<file path="src/rtl/memory_tank_delay_line.sv">
// Recirculating mercury-tank delay line for the EDSAC store.
// A WORDS*WORD_POS bit serial line advances one digit per f2_clk edge. One
// clear/write/read transfer of a short word or an even-aligned long word is
// serviced at a time, once the addressed slot comes round to the tail.
//
// Handshake: a request is accepted only in IDLE, on an edge where f2_sel is
// high and at least one of f2_clr/f2_in/f2_out is high (priority
// clr > in > out). From the accept edge until the edge leaving DONE,
// f2_busy is high and request levels are ignored. f2_done pulses for exactly
// one cycle at the end. A request level still held in IDLE starts a new
// transfer.
module memory_tank_delay_line #(
  parameter int WORD_POS = 18,
  parameter int WORDS    = 32,
  parameter int ADDR_W   = 5
) (
  input  logic              f2_clk,
  input  logic              f2_rst_n,
  input  logic              f2_sel,
  input  logic [ADDR_W-1:0] f2_addr,
  input  logic              f2_long,
  input  logic              f2_clr,
  input  logic              f2_in,
  input  logic              f2_out,
  input  logic              f2_mib,
  output logic              f2_mob,
  output logic              monitor,
  output logic              f2_busy,
  output logic              f2_done,
  output logic [1:0]        dbg_state
);

  localparam int LEN   = WORDS * WORD_POS;
  localparam int POS_W = $clog2(LEN);
  localparam int CNT_W = $clog2(2 * WORD_POS);

  typedef enum logic [1:0] {
    S_IDLE = 2'd0,
    S_WAIT = 2'd1,
    S_XFER = 2'd2,
    S_DONE = 2'd3
  } state_e;

  typedef enum logic [1:0] {
    OP_CLR = 2'd0,
    OP_WR  = 2'd1,
    OP_RD  = 2'd2
  } op_e;

  state_e             state_q, state_d;
  op_e                op_q, op_d;
  logic [POS_W-1:0]   start_q, start_d;
  logic [CNT_W-1:0]   last_q, last_d;
  logic [CNT_W-1:0]   bcnt_q, bcnt_d;
  logic [POS_W-1:0]   pos_q, pos_d;
  logic [LEN-1:0]     line_q, line_d;
  logic               mob_q, mob_d;
  logic               monitor_q;

  logic               tail;
  logic               active;
  logic               nxt;
  logic [ADDR_W-1:0]  addr_eff;

  // Long transfers always start on the even slot of the pair.
  assign addr_eff = f2_long ? (f2_addr & ~ADDR_W'(1)) : f2_addr;
  assign tail     = line_q[LEN-1];

  // Datapath: decide the bit entering the line, advance position, read out.
  always_comb begin
    active = ((state_q == S_WAIT) && (pos_q == start_q)) || (state_q == S_XFER);
    nxt    = tail;
    if (active) begin
      case (op_q)
        OP_CLR:  nxt = 1'b0;
        OP_WR:   nxt = f2_mib;
        default: nxt = tail;
      endcase
    end
    line_d = {line_q[LEN-2:0], nxt};
    if (pos_q == POS_W'(LEN - 1)) begin
      pos_d = '0;
    end else begin
      pos_d = pos_q + POS_W'(1);
    end
    mob_d = (active && (op_q == OP_RD)) ? tail : 1'b0;
  end

  // Transfer sequencing: accept in IDLE, wait for the slot, stream n bits, pulse done.
  always_comb begin
    state_d = state_q;
    op_d    = op_q;
    start_d = start_q;
    last_d  = last_q;
    bcnt_d  = bcnt_q;
    case (state_q)
      S_IDLE: begin
        if (f2_sel && (f2_clr || f2_in || f2_out)) begin
          if (f2_clr) begin
            op_d = OP_CLR;
          end else if (f2_in) begin
            op_d = OP_WR;
          end else begin
            op_d = OP_RD;
          end
          start_d = POS_W'(addr_eff) * POS_W'(WORD_POS);
          last_d  = f2_long ? CNT_W'(2 * WORD_POS - 1) : CNT_W'(WORD_POS - 1);
          state_d = S_WAIT;
        end
      end
      S_WAIT: begin
        // The matching cycle is itself active bit 0.
        if (pos_q == start_q) begin
          bcnt_d  = CNT_W'(1);
          state_d = S_XFER;
        end
      end
      S_XFER: begin
        if (bcnt_q == last_q) begin
          state_d = S_DONE;
        end else begin
          bcnt_d = bcnt_q + CNT_W'(1);
        end
      end
      S_DONE: begin
        state_d = S_IDLE;
      end
      default: begin
        state_d = S_IDLE;
      end
    endcase
  end

  // FSM and transfer parameter registers.
  always_ff @(posedge f2_clk or negedge f2_rst_n) begin
    if (!f2_rst_n) begin
      state_q <= S_IDLE;
      op_q    <= OP_CLR;
      start_q <= '0;
      last_q  <= '0;
      bcnt_q  <= '0;
    end else begin
      state_q <= state_d;
      op_q    <= op_d;
      start_q <= start_d;
      last_q  <= last_d;
      bcnt_q  <= bcnt_d;
    end
  end

  // Circulating line, position counter and registered outputs.
  always_ff @(posedge f2_clk or negedge f2_rst_n) begin
    if (!f2_rst_n) begin
      line_q    <= '0;
      pos_q     <= '0;
      mob_q     <= 1'b0;
      monitor_q <= 1'b0;
    end else begin
      line_q    <= line_d;
      pos_q     <= pos_d;
      mob_q     <= mob_d;
      monitor_q <= tail;
    end
  end

  assign f2_mob    = mob_q;
  assign monitor   = monitor_q;
  assign f2_busy   = (state_q != S_IDLE);
  assign f2_done   = (state_q == S_DONE);
  assign dbg_state = state_q;

endmodule

</file>
<file path="config.mk">
export PLATFORM = sky130hd
export DESIGN_NAME = memory_tank_delay_line
export DESIGN_NICKNAME = d
export VERILOG_FILES = /design/src/rtl/memory_tank_delay_line.sv
export SDC_FILE = /design/constraint.sdc
export NUM_CORES = 1
export LEC_CHECK = 0
export CAP_MARGIN = 20
export CORE_MARGIN = 5
export CORE_UTILIZATION = 25
export CTS_CLUSTER_DIAMETER = 50
export DETAILED_ROUTE_END_ITERATION = 10
export HOLD_SLACK_MARGIN = 0.15
export PLACE_DENSITY = 0.49
export REMOVE_ABC_BUFFERS = 1
export SLEW_MARGIN = 20
export SYNTH_ARGS = -nofsm -noshare
export SYNTH_HDL_FRONTEND = slang
export SYNTH_SLANG_ARGS = --single-unit
</file>
<file path="constraint.sdc">
create_clock -name f2_clk -period 6 [get_ports f2_clk]
set_clock_uncertainty 0.15 [all_clocks]
set_input_delay 1.2 -clock f2_clk [delete_from_list [all_inputs] [get_ports f2_clk]]
set_output_delay 1.2 -clock f2_clk [all_outputs]
set_load 0.005 [all_outputs]
</file>
==> metrics.md, run 1 <==
| Metric | Value |
|---|---|
| Non-filler cells, final | 1765 |
| Final TNS setup | 0 ns |
| Clock Path Buffers | 3 |
| TritonRoute pass-1 iters | 4 |
| Fmax | 0.3053 GHz |
| Final hold viol count | 0 |
| CTS tree | built |
| Final ANT Viol Nets | 0 |
| Post-DP Area | 0.01765 mm^2 |
| Cts bufs inserted | 66 |
| Root Driver | clkbuf_16 |
| Layout cells sized above 1 | 0.1451 |
| Mean post-synth cell area | 21.23 um^2 |
| Initial antenna violation count | 0 |
| Clock Sinks | 610 |
| Mapped Area | 0.01635 mm^2 |
| Rows | 93 |
| Placeable Area | 0.06458 mm^2 |
| Vias per cell | 3.471 |
| Total Routed Length | 20.92 mm |
| RSZ-0062 raised after global routing | false |
| # nets final | 881 |
| Area contributors post-synth | dfrtp_1 (93%), xor2_1 (0.86%), ha_1 (0.84%) |
| Arr. time, crit path | 1.93 ns |
| Fin area | 0.01998 mm^2 |
| Reg2Reg Capture Point | dbg_state[1] |
| Worst-skew pair later-pin latency | 0.59 ns |
| Setup CP Type | flip-flop to output port |
| Max-slew violation count | 0 |
| Hpwl dp | 9.742 mm |
| H-tree depth | 3 |
| Crit. End Element | output port |
| Largest net degree at the start of global routing | 140 |
| Final min period | 3.275 ns |
| Total global routing overflow | 0 |
| Max_slew headroom | 0.4095 |
| Cell variety after synth | 42 |
| CTS resizes | 0 |
| Outcome | completed |
| Iteration-0 DRC Markers | 336 |
| Power Density | 441.9 mW/mm^2 |
| Critical-path maximum fanout | 4 |
| FF-to-FF Start | pos_q[7] |
| Hold Crit Class | flip-flop to flip-flop |
| # IOs | 19 |
| Max Cap Violations | 0 |
| Die Area | 0.07060 mm^2 |
| Synth warn | 0 |
| Area leader, netlist | dfrtp_1 |
| Placed Cells | 1642 |
| First-pass GRT wire length | 36.11 mm |
| WHS Endpoint | line_q[240] |
| Hold_sp | line_q[239] |
| Reg2reg path depth | 5 |
| Setup bufs post-CTS | 0 |
| Syn Inst Count | 770 |
| Synth top area share | 0.9338 |
| All-Layer GR Usage | 0.06267 |
| Sequential share of the synthesized area | 0.9338 |
| WHS Path Cells | 0 |
| Final period util | 0.5459 |
| Slew @ Worst Pin | 0.8857 ns |
| Die X | 265.7 um |
| Crit path launch type | flip-flop |
| R2r setup slk | 3.42 ns |
| Starting density of the core | 0.2531 |
| IO buf count | 18 |
| Ant diodes | 0 |
| Via count | 6127 |
| Cts hold-fix bufs | 0 |
| Maximum VDD drop | 0.1995 mV |
| Vias in the first global route | 6656 |
| Final core utilization | 0.3093 |
| Flop and latch count out of synthesis | 610 |
| GPL Wtd Cong | 0.6990 |
| Final Hold Slack | 0.1769 ns |
| P&R area growth vs syn | 22.21% |
| Clock transition at the registers of the reported paths | 0.06 ns |
| Setup-failing EPs final | 0 |
| CP required | 4.65 ns |
| Pleak | 10.18 nW |
| Die height | 265.7 um |
| DRC viols | 0 |
| Wire length per cell | 11.85 um |
## power breakdown
group          switching (mW)  internal, mW  leakage, nW  total [mW]
logic                   0.248         0.179        0.575       0.427
registers              0.0743          4.21         8.47        4.28
clock network            1.65          2.47         1.14        4.12
## registers in the layout, summed over array words and instances, names as in the netlist
| signal | cells |
|---|---|
| f2_mob | 1 |
| dbg_state | 2 |
| last_q | 3 |
| monitor | 1 |
| line_q | 576 |
| bcnt_q | 6 |
| pos_q | 10 |
| start_q | 9 |
| op_q | 2 |
## synth_stat cells
library cell / instances
dfrtp_1: 610
nand2_1: 24
xor2_1: 16
o21ai_0: 13
ha_1: 11
nor2_1: 10
inv_1: 9
a21oi_1: 5
and3_1: 5
mux2_2: 5
nand3_1: 5
clkbuf_1: 4
nor2b_1: 4
o211ai_1: 4
xnor2_1: 4
nand2b_1: 3
nand3b_1: 3
nor3_1: 3
o31ai_1: 3
a211o_1: 2
a31oi_1: 2
nand4_1: 2
nor4_1: 2
o22ai_1: 2
or2_2: 2
a21boi_0: 1
a221o_1: 1
a221oi_1: 1
a221oi_4: 1
a22oi_1: 1
a311oi_1: 1
a41oi_1: 1
and4_1: 1
buf_1: 1
buf_2: 1
fa_1: 1
mux2_4: 1
mux2i_1: 1
nand4b_1: 1
or2_4: 1
or3_2: 1
or4_4: 1
## metrics by stage
stage / power [mW] / setup slack (ns)
after floorplan: 4.587 / 3.401
after global placement: 4.777 / 2.753
final: 8.827 / 2.725
after detailed placement: 4.792 / 2.680
after CTS: 9.004 / 2.649
after global routing: 9.242 / 2.599
## per-layer routing
layer | share of wire | up-vias | track usage
li1 | - | 2655 | -
met1 | 0.52 | 3311 | 0.09503
met5 | 0 | - | 0
met3 | 0.049 | 65 | 0.02364
met2 | 0.39 | 96 | 0.07693
met4 | 0.037 | 0 | 0.03158
## layout by cell type (no fill, tap or decap), drive strengths merged, types with 3 or more instances in the layout
| cell | count |
|---|---|
| clkdlybuf4s50 | 17 |
| xor2 | 16 |
| nand2b | 3 |
| mux2 | 6 |
| buf | 7 |
| a21oi | 5 |
| inv | 20 |
| o21ai | 13 |
| clkbuf | 86 |
| nand2 | 24 |
| nor2 | 10 |
| xnor2 | 4 |
| ha | 11 |
| o31ai | 3 |
| and3 | 5 |
| nand3b | 3 |
| bufinv | 6 |
| dfrtp | 610 |
| or2 | 3 |
| o211ai | 4 |
| nand3 | 5 |
| nor2b | 4 |
| clkinv | 18 |
| nor3 | 3 |
## kinds of logic (layout without fill, tap and decap cells)
family,count (synthesis),count (layout),share of synthesized area
AND/OR/NAND/NOR,68,68,0.02128
buffers and inverters,15,155,0.003520
flip-flops,610,610,0.9338
XOR/XNOR,20,20,0.01072
AO/OA/AOI/OAI,38,38,0.01607
adder cells (fa/ha/maj),12,12,0.009644
multiplexers,7,7,0.004975
## worst max-delay path: stages (launching register included)
cell,delay [ns]
dfrtp_1,0.40
inv_1,0.11
ha_1,0.25
inv_1,0.08
clkdlybuf4s50_1,0.50
## cell type report
cell class / count / area (um^2)
repair buffers: 24 / 287.8
fillers: 6205 / 44600
inverters: 9 / 33.78
clock buffers: 86 / 1837
clock inverters: 36 / 460.4
well taps: 855 / 1070
multi-input cells: 145 / 1025
flip-flops and latches: 610 / 15260
## worst max-delay path by stage
stage / start / endpoint / slack (ns)
finish: dbg_state[0] / f2_busy / 2.72
floorplan: f2_in / last_q[1] / 3.40
global route: dbg_state[0] / f2_busy / 2.60
CTS: dbg_state[0] / f2_busy / 2.65
detailed placement: f2_in / start_q[2] / 2.68
global placement: f2_in / start_q[1] / 2.75
Power figures use the tool's default switching activity.
==> inputs of run 2 (changes only) <==
==> constraint.sdc (replaced) <==
create_clock -name f2_clk -period 3.15 [get_ports f2_clk]
set_clock_uncertainty 0.15 [all_clocks]
set_input_delay 0.63 -clock f2_clk [delete_from_list [all_inputs] [get_ports f2_clk]]
set_output_delay 0.63 -clock f2_clk [all_outputs]
set_load 0.005 [all_outputs]
==> run 2 against run 1 <==
  * Total power is 80% higher
  * Routed wire length is 0.93% lower
  * Critical endpoint unchanged
  * First-iteration DRC count is 27% higher
  * Critical path depth stayed put
  * Die area stayed put
  * Via count is 0.82% lower
  * Utilization is 0.34 points lower
  * Non-clock buffer count is 9 higher
  * Worst setup slack worse by 2.3 ns
  * Clock power is 68% higher
==> metrics.md, run 2 (synthesis gave the netlist of run 1 again) <==
| Metric | Value |
|---|---|
| Outcome | completed |
| Setup CP Type | flip-flop to output port |
| # IOs | 19 (unchanged) |
| Largest register FFs | 576 (unchanged) |
| Crit path from | dbg_state[1] |
| CP required | 2.37 ns (-2.28 ns) |
| Hold_sp | line_q[171] |
| Cts bufs inserted | 61 (-7.6%) |
| Final ANT Viol Nets | 0 (unchanged) |
| H-tree depth | 2 (-1) |
| Initial antenna violation count | 0 (unchanged) |
| Pwr Total | 15.90 mW (+80%) |
| Vias in the first global route | 6629 (-0.41%) |
| Final TNS setup | 0 ns (unchanged) |
| Reg2Reg Capture Point | dbg_state[1] |
| Power Density | 804.4 mW/mm^2 (+82%) |
| Hpwl dp | 9.652 mm (-0.92%) |
| GPL Wtd Cong | 0.6722 (-3.8%) |
| Placeable Area | 0.06458 mm^2 (unchanged) |
| Final period util | 0.8691 |
| Final core utilization | 0.3060 (-0.003352) |
| Reg2reg path depth | 5 (unchanged) |
| Total global routing overflow | 0 (unchanged) |
| Multi-input gate area | 0.001025 mm^2 (unchanged) |
| Fin area | 0.01976 mm^2 (-1.1%) |
| Largest Register | line_q |
| Ant diodes | 0 (unchanged) |
| Clock Path Buffers | 3 (unchanged) |
| Post-DP Area | 0.01775 mm^2 (+0.52%) |
| Regs by FF count | line_q (576), pos_q (10), start_q (9) |
| Die X | 265.7 um (unchanged) |
| Fillcell total | 6217 (+0.19%) |
| Placed Cells | 1651 (+0.55%) |
| Pleak | 10.08 nW (-1.0%) |
| Starting density of the core | 0.2531 (unchanged) |
| Root Driver | clkbuf_16 |
| Final hold viol count | 0 (unchanged) |
| Max Cap Violations | 0 (unchanged) |
| WHS Path Cells | 0 (unchanged) |
| All-Layer GR Usage | 0.06181 (-0.0008582) |
| Cts hold-fix bufs | 1 (+1) |
| First-pass GRT wire length | 36.28 mm (+0.46%) |
| IO buf count | 18 (unchanged) |
| TritonRoute pass-1 iters | 4 (unchanged) |
| Largest net degree at the start of global routing | 88 (-37%) |
| CTS tree | built |
| Iteration-0 DRC Markers | 426 (+27%) |
| Reg area | 0.01526 mm^2 (unchanged) |
| Final Hold Slack | 0.1747 ns (-0.002163 ns) |
| Rows | 93 (unchanged) |
| Final min period | 2.738 ns |
| Max-slew violation count | 0 (unchanged) |
| CTS resizes | 0 (unchanged) |
| Pre-CTS setup slack | 0.4316 ns (-2.248 ns) |
| Arr. time, crit path | 1.96 ns (+0.03 ns) |
| Setup bufs post-CTS | 0 (unchanged) |
| Via count | 6077 (-0.82%) |
| Layout cells sized above 1 | 0.1400 (-0.005033) |
| Worst-skew pair later-pin latency | 0.62 ns (+0.03 ns) |
| Commonest cells after routing, fill and taps aside | dfrtp_1 (610), clkbuf_16 (61), nand2_1 (24), clkbuf_8 (18), clkdlybuf4s50_1 (17) |
| Die height | 265.7 um (unchanged) |
| Hold Crit Class | flip-flop to flip-flop |
| Total Routed Length | 20.73 mm (-0.93%) |
| Crit path launch type | flip-flop |
| WHS Endpoint | line_q[172] |
| Max_slew headroom | 0.5349 (+0.1254) |
| R2r setup slk | 0.64 ns (-2.78 ns) |
| DRC viols | 0 (unchanged) |
| Setup-failing EPs final | 0 (unchanged) |
| Commonest non-fill, non-tap cell in the layout | dfrtp_1 |
| Final WS setup | 0.4124 ns (-2.312 ns) |
| Die Area | 0.07060 mm^2 (unchanged) |
| FF-to-FF Start | pos_q[7] |
| # nets final | 885 (+0.45%) |
| Vias per cell | 3.449 (-0.65%) |
| RSZ-0062 raised after global routing | false |
| Slew @ Worst Pin | 0.6944 ns (-0.1913 ns) |
| Maximum VDD drop | 0.4076 mV (+100%) |
| Non-filler cells, final | 1762 (-0.17%) |
| P&R area growth vs syn | 20.89% |
| Crit. End Element | output port |
| Critical-path maximum fanout | 5 (+1) |
| Clock Sinks | 610 (unchanged) |
| Wire length per cell | 11.76 um (-0.76%) |
| Clock transition at the registers of the reported paths | 0.06 ns (about the same) |
| Fmax | 0.3653 GHz |
-- run 2: worst max-delay path by stage --
stage                   endpoint  slack (ns)  cells after the start
global placement      start_q[1]        0.49                      4
floorplan           dbg_state[1]        0.97                      5
finish                   f2_busy        0.41                      4
global route             f2_busy        0.28                      4
detailed placement    start_q[5]        0.43                      4
CTS                      f2_busy        0.33                      4
-- run 2: routing by layer --
metal | vias to the layer above | wire, um | global-route usage
li1 | 2656 | - | -
met1 | 3262 | 10780 | 0.09561
met2 | 95 | 8098 | 0.07769
met3 | 64 | 1049 | 0.01930
met4 | 0 | 804 | 0.02922
met5 | - | 0 | 0
-- run 2: area by class of cell --
cell class / instances / area share
inverter: 9 / 0.001710
timing repair buffer: 33 / 0.01836
clock inverter: 21 / 0.009814
clock buffer: 89 / 0.09168
multi-input combinational: 145 / 0.05185
tap: 855 / 0.05413
sequential: 610 / 0.7724
-- run 2: critical path: stages (launching register included) --
cell and delay [ns]:
dfrtp_1 0.42, inv_1 0.11, ha_1 0.24, inv_1 0.08, clkdlybuf4s50_1 0.50
-- run 2: where the power goes --
part / internal (mW) / switching (mW) / leakage, nW
Clock: 4.01 / 2.90 / 0.991
Combinational: 0.352 / 0.473 / 0.619
Sequential: 8.01 / 0.145 / 8.47
Total: 12.4 / 3.52 / 10.1
==> inputs of run 3 (changes only) <==
==> constraint.sdc (replaced) <==
create_clock -name f2_clk -period 3.1 [get_ports f2_clk]
set_clock_uncertainty 0.15 [all_clocks]
set_input_delay 0.62 -clock f2_clk [delete_from_list [all_inputs] [get_ports f2_clk]]
set_output_delay 0.62 -clock f2_clk [all_outputs]
set_load 0.005 [all_outputs]
==> run 3 against run 2 <==
  * Highest routed layer unchanged
  * Sequential share of layout area increased by 0.14 points
  * Final cell count is 0.11% lower
  * Worst setup slack got worse by 0.049 ns
  * Critical endpoint unchanged
  * Sequential power up 2%
  * Routed wire length increased by 1.3%
  * Largest power group unchanged
  * Total power is essentially flat
==> metrics.md, run 3 (synthesis gave the netlist of run 1 again) <==
| Metric | Value |
|---|---|
| Largest register FFs | 576 (unchanged) |
| CP required | 2.33 ns (-0.04 ns) |
| H-tree depth | 2 (unchanged) |
| # nets final | 885 (unchanged) |
| Starting density of the core | 0.2531 (unchanged) |
| Die X | 265.7 um (unchanged) |
| Largest Register | line_q |
| Pre-CTS setup slack | 0.4013 ns (-0.03033 ns) |
| Max Cap Violations | 0 (unchanged) |
| Outcome | completed |
| Placeable Area | 0.06458 mm^2 (unchanged) |
| Max_slew headroom | 0.4122 (-0.1227) |
| Max-slew violation count | 0 (unchanged) |
| CP max stage delay | 0.51 ns (about the same) |
| Wire length per cell | 11.93 um (+1.4%) |
| Setup CP Type | flip-flop to output port |
| DRC viols | 0 (unchanged) |
| Maximum VDD drop | 0.4623 mV (+13%) |
| Arr. time, crit path | 1.97 ns (about the same) |
| Critical path's most frequent cell | inv_1 |
| Die Area | 0.07060 mm^2 (unchanged) |
| First-pass GRT wire length | 37.26 mm (+2.7%) |
| Clock Path Buffers | 3 (unchanged) |
| Slowest cell on crit path | clkdlybuf4s50_1 |
| Vias in the first global route | 6829 (+3.0%) |
| CTS tree | built |
| RSZ-0062 raised after global routing | false |
| Total Routed Length | 21.00 mm (+1.3%) |
| Final TNS setup | 0 ns (unchanged) |
| Vias per cell | 3.470 (+0.62%) |
| Final ANT Viol Nets | 0 (unchanged) |
| Final core utilization | 0.3054 (-0.0005620) |
| Largest net degree at the start of global routing | 99 (+13%) |
| P&R area growth vs syn | 20.67% |
| Cts hold-fix bufs | 1 (unchanged) |
| Critical-path maximum fanout | 5 (unchanged) |
| Final Hold Slack | 0.1838 ns (+0.009047 ns) |
| IO buf count | 18 (unchanged) |
| Crit. End Element | output port |
| Layout cells sized above 1 | 0.1359 (-0.004110) |
| Final min period | 2.737 ns |
| Cts bufs inserted | 58 (-4.9%) |
| Pleak | 10.05 nW (-0.28%) |
| GPL Wtd Cong | 0.6894 (+2.6%) |
| Setup bufs post-CTS | 0 (unchanged) |
| Power Density | 806.1 mW/mm^2 (+0.22%) |
| Final period util | 0.8829 |
| Total global routing overflow | 0 (unchanged) |
| Commonest cells after routing, fill and taps aside | dfrtp_1 (610), clkbuf_16 (58), nand2_1 (24), clkdlybuf4s50_1 (17) |
| Setup-failing EPs final | 0 (unchanged) |
| Crit path launch type | flip-flop |
| CTS resizes | 0 (unchanged) |
| Worst-skew pair later-pin latency | 0.60 ns (-0.02 ns) |
| Cells along the critical path | inv_1 -> ha_1 -> inv_1 -> clkdlybuf4s50_1 |
| Regs by FF count | line_q (576), pos_q (10), start_q (9) |
| Hpwl dp | 10.08 mm (+4.5%) |
| Hold Crit Class | flip-flop to flip-flop |
| Final WS setup | 0.3631 ns (-0.04928 ns) |
| Final hold viol count | 0 (unchanged) |
| Slew @ Worst Pin | 0.8817 ns (+0.1873 ns) |
| Via count | 6108 (+0.51%) |
| # IOs | 19 (unchanged) |
| TritonRoute pass-1 iters | 5 (+1) |
| Fmax | 0.3654 GHz |
| Commonest non-fill, non-tap cell in the layout | dfrtp_1 |
| Iteration-0 DRC Markers | 372 (-13%) |
| Die height | 265.7 um (unchanged) |
| Initial antenna violation count | 0 (unchanged) |
| Ant diodes | 0 (unchanged) |
| Rows | 93 (unchanged) |
| All-Layer GR Usage | 0.06332 (+0.001510) |
| Root Driver | clkbuf_16 |
| Clock Sinks | 610 (unchanged) |
| Clock transition at the registers of the reported paths | 0.06 ns (about the same) |
[run 3: cell type report]
type | instances | area, um^2
Tap cell | 855 | 1070
Multi-Input combinational cell | 145 | 1025
Sequential cell | 610 | 15260
Fill cell | 6182 | 44860
Clock buffer | 86 | 1717
Timing Repair Buffer | 36 | 447.9
Clock inverter | 19 | 167.7
Inverter | 9 | 33.78
[run 3: final timing paths]
path / to / startpoint / cells after the start / slack [ns]
worst max-delay path: f2_busy / dbg_state[1] / 4 / 0.36
worst min-delay path: line_q[442] / line_q[441] / 0 / 0.18
worst max register to register: dbg_state[1] / pos_q[7] / 5 / 0.53
worst min register to register: line_q[442] / line_q[441] / 0 / 0.18
max in group asynchronous: line_q[412] / f2_rst_n / 3 / 1.37
min in group asynchronous: line_q[197] / f2_rst_n / 2 / 0.56
[run 3: routing by layer]
layer / part of all wire / up-vias / track usage / wire (um)
met3: 0.047 / 57 / 0.01847 / 991
met5: 0 / - / 0 / 0
met1: 0.52 / 3305 / 0.09887 / 10940
li1: - / 2654 / - / -
met2: 0.40 / 92 / 0.08116 / 8416
met4: 0.031 / 0 / 0.02658 / 654
[run 3: worst max-delay path, delay by kind of cell (launching register included)]
| family | cells | cell delay [ns] |
|---|---|---|
| fa+ha+maj | 1 | 0.24 |
| buf+inv | 3 | 0.71 |
| flops | 1 | 0.43 |
[run 3: where the power goes]
part | total (mW) | leakage [nW] | internal, mW | switching, mW
Clock | 6.75 | 0.925 | 3.86 | 2.89
Combinational | 0.859 | 0.656 | 0.368 | 0.490
Sequential | 8.29 | 8.47 | 8.14 | 0.149
[run 3: through the flow]
step / area, um^2 / total power [mW] / instances
after global placement: 17830 / 9.281 / 1654
after floorplan: 16320 / 8.878 / 764
after CTS: 19730 / 16.23 / 1760
final: 19730 / 15.90 / 1760
after global routing: 19730 / 16.68 / 1760
after detailed placement: 17830 / 9.313 / 1654
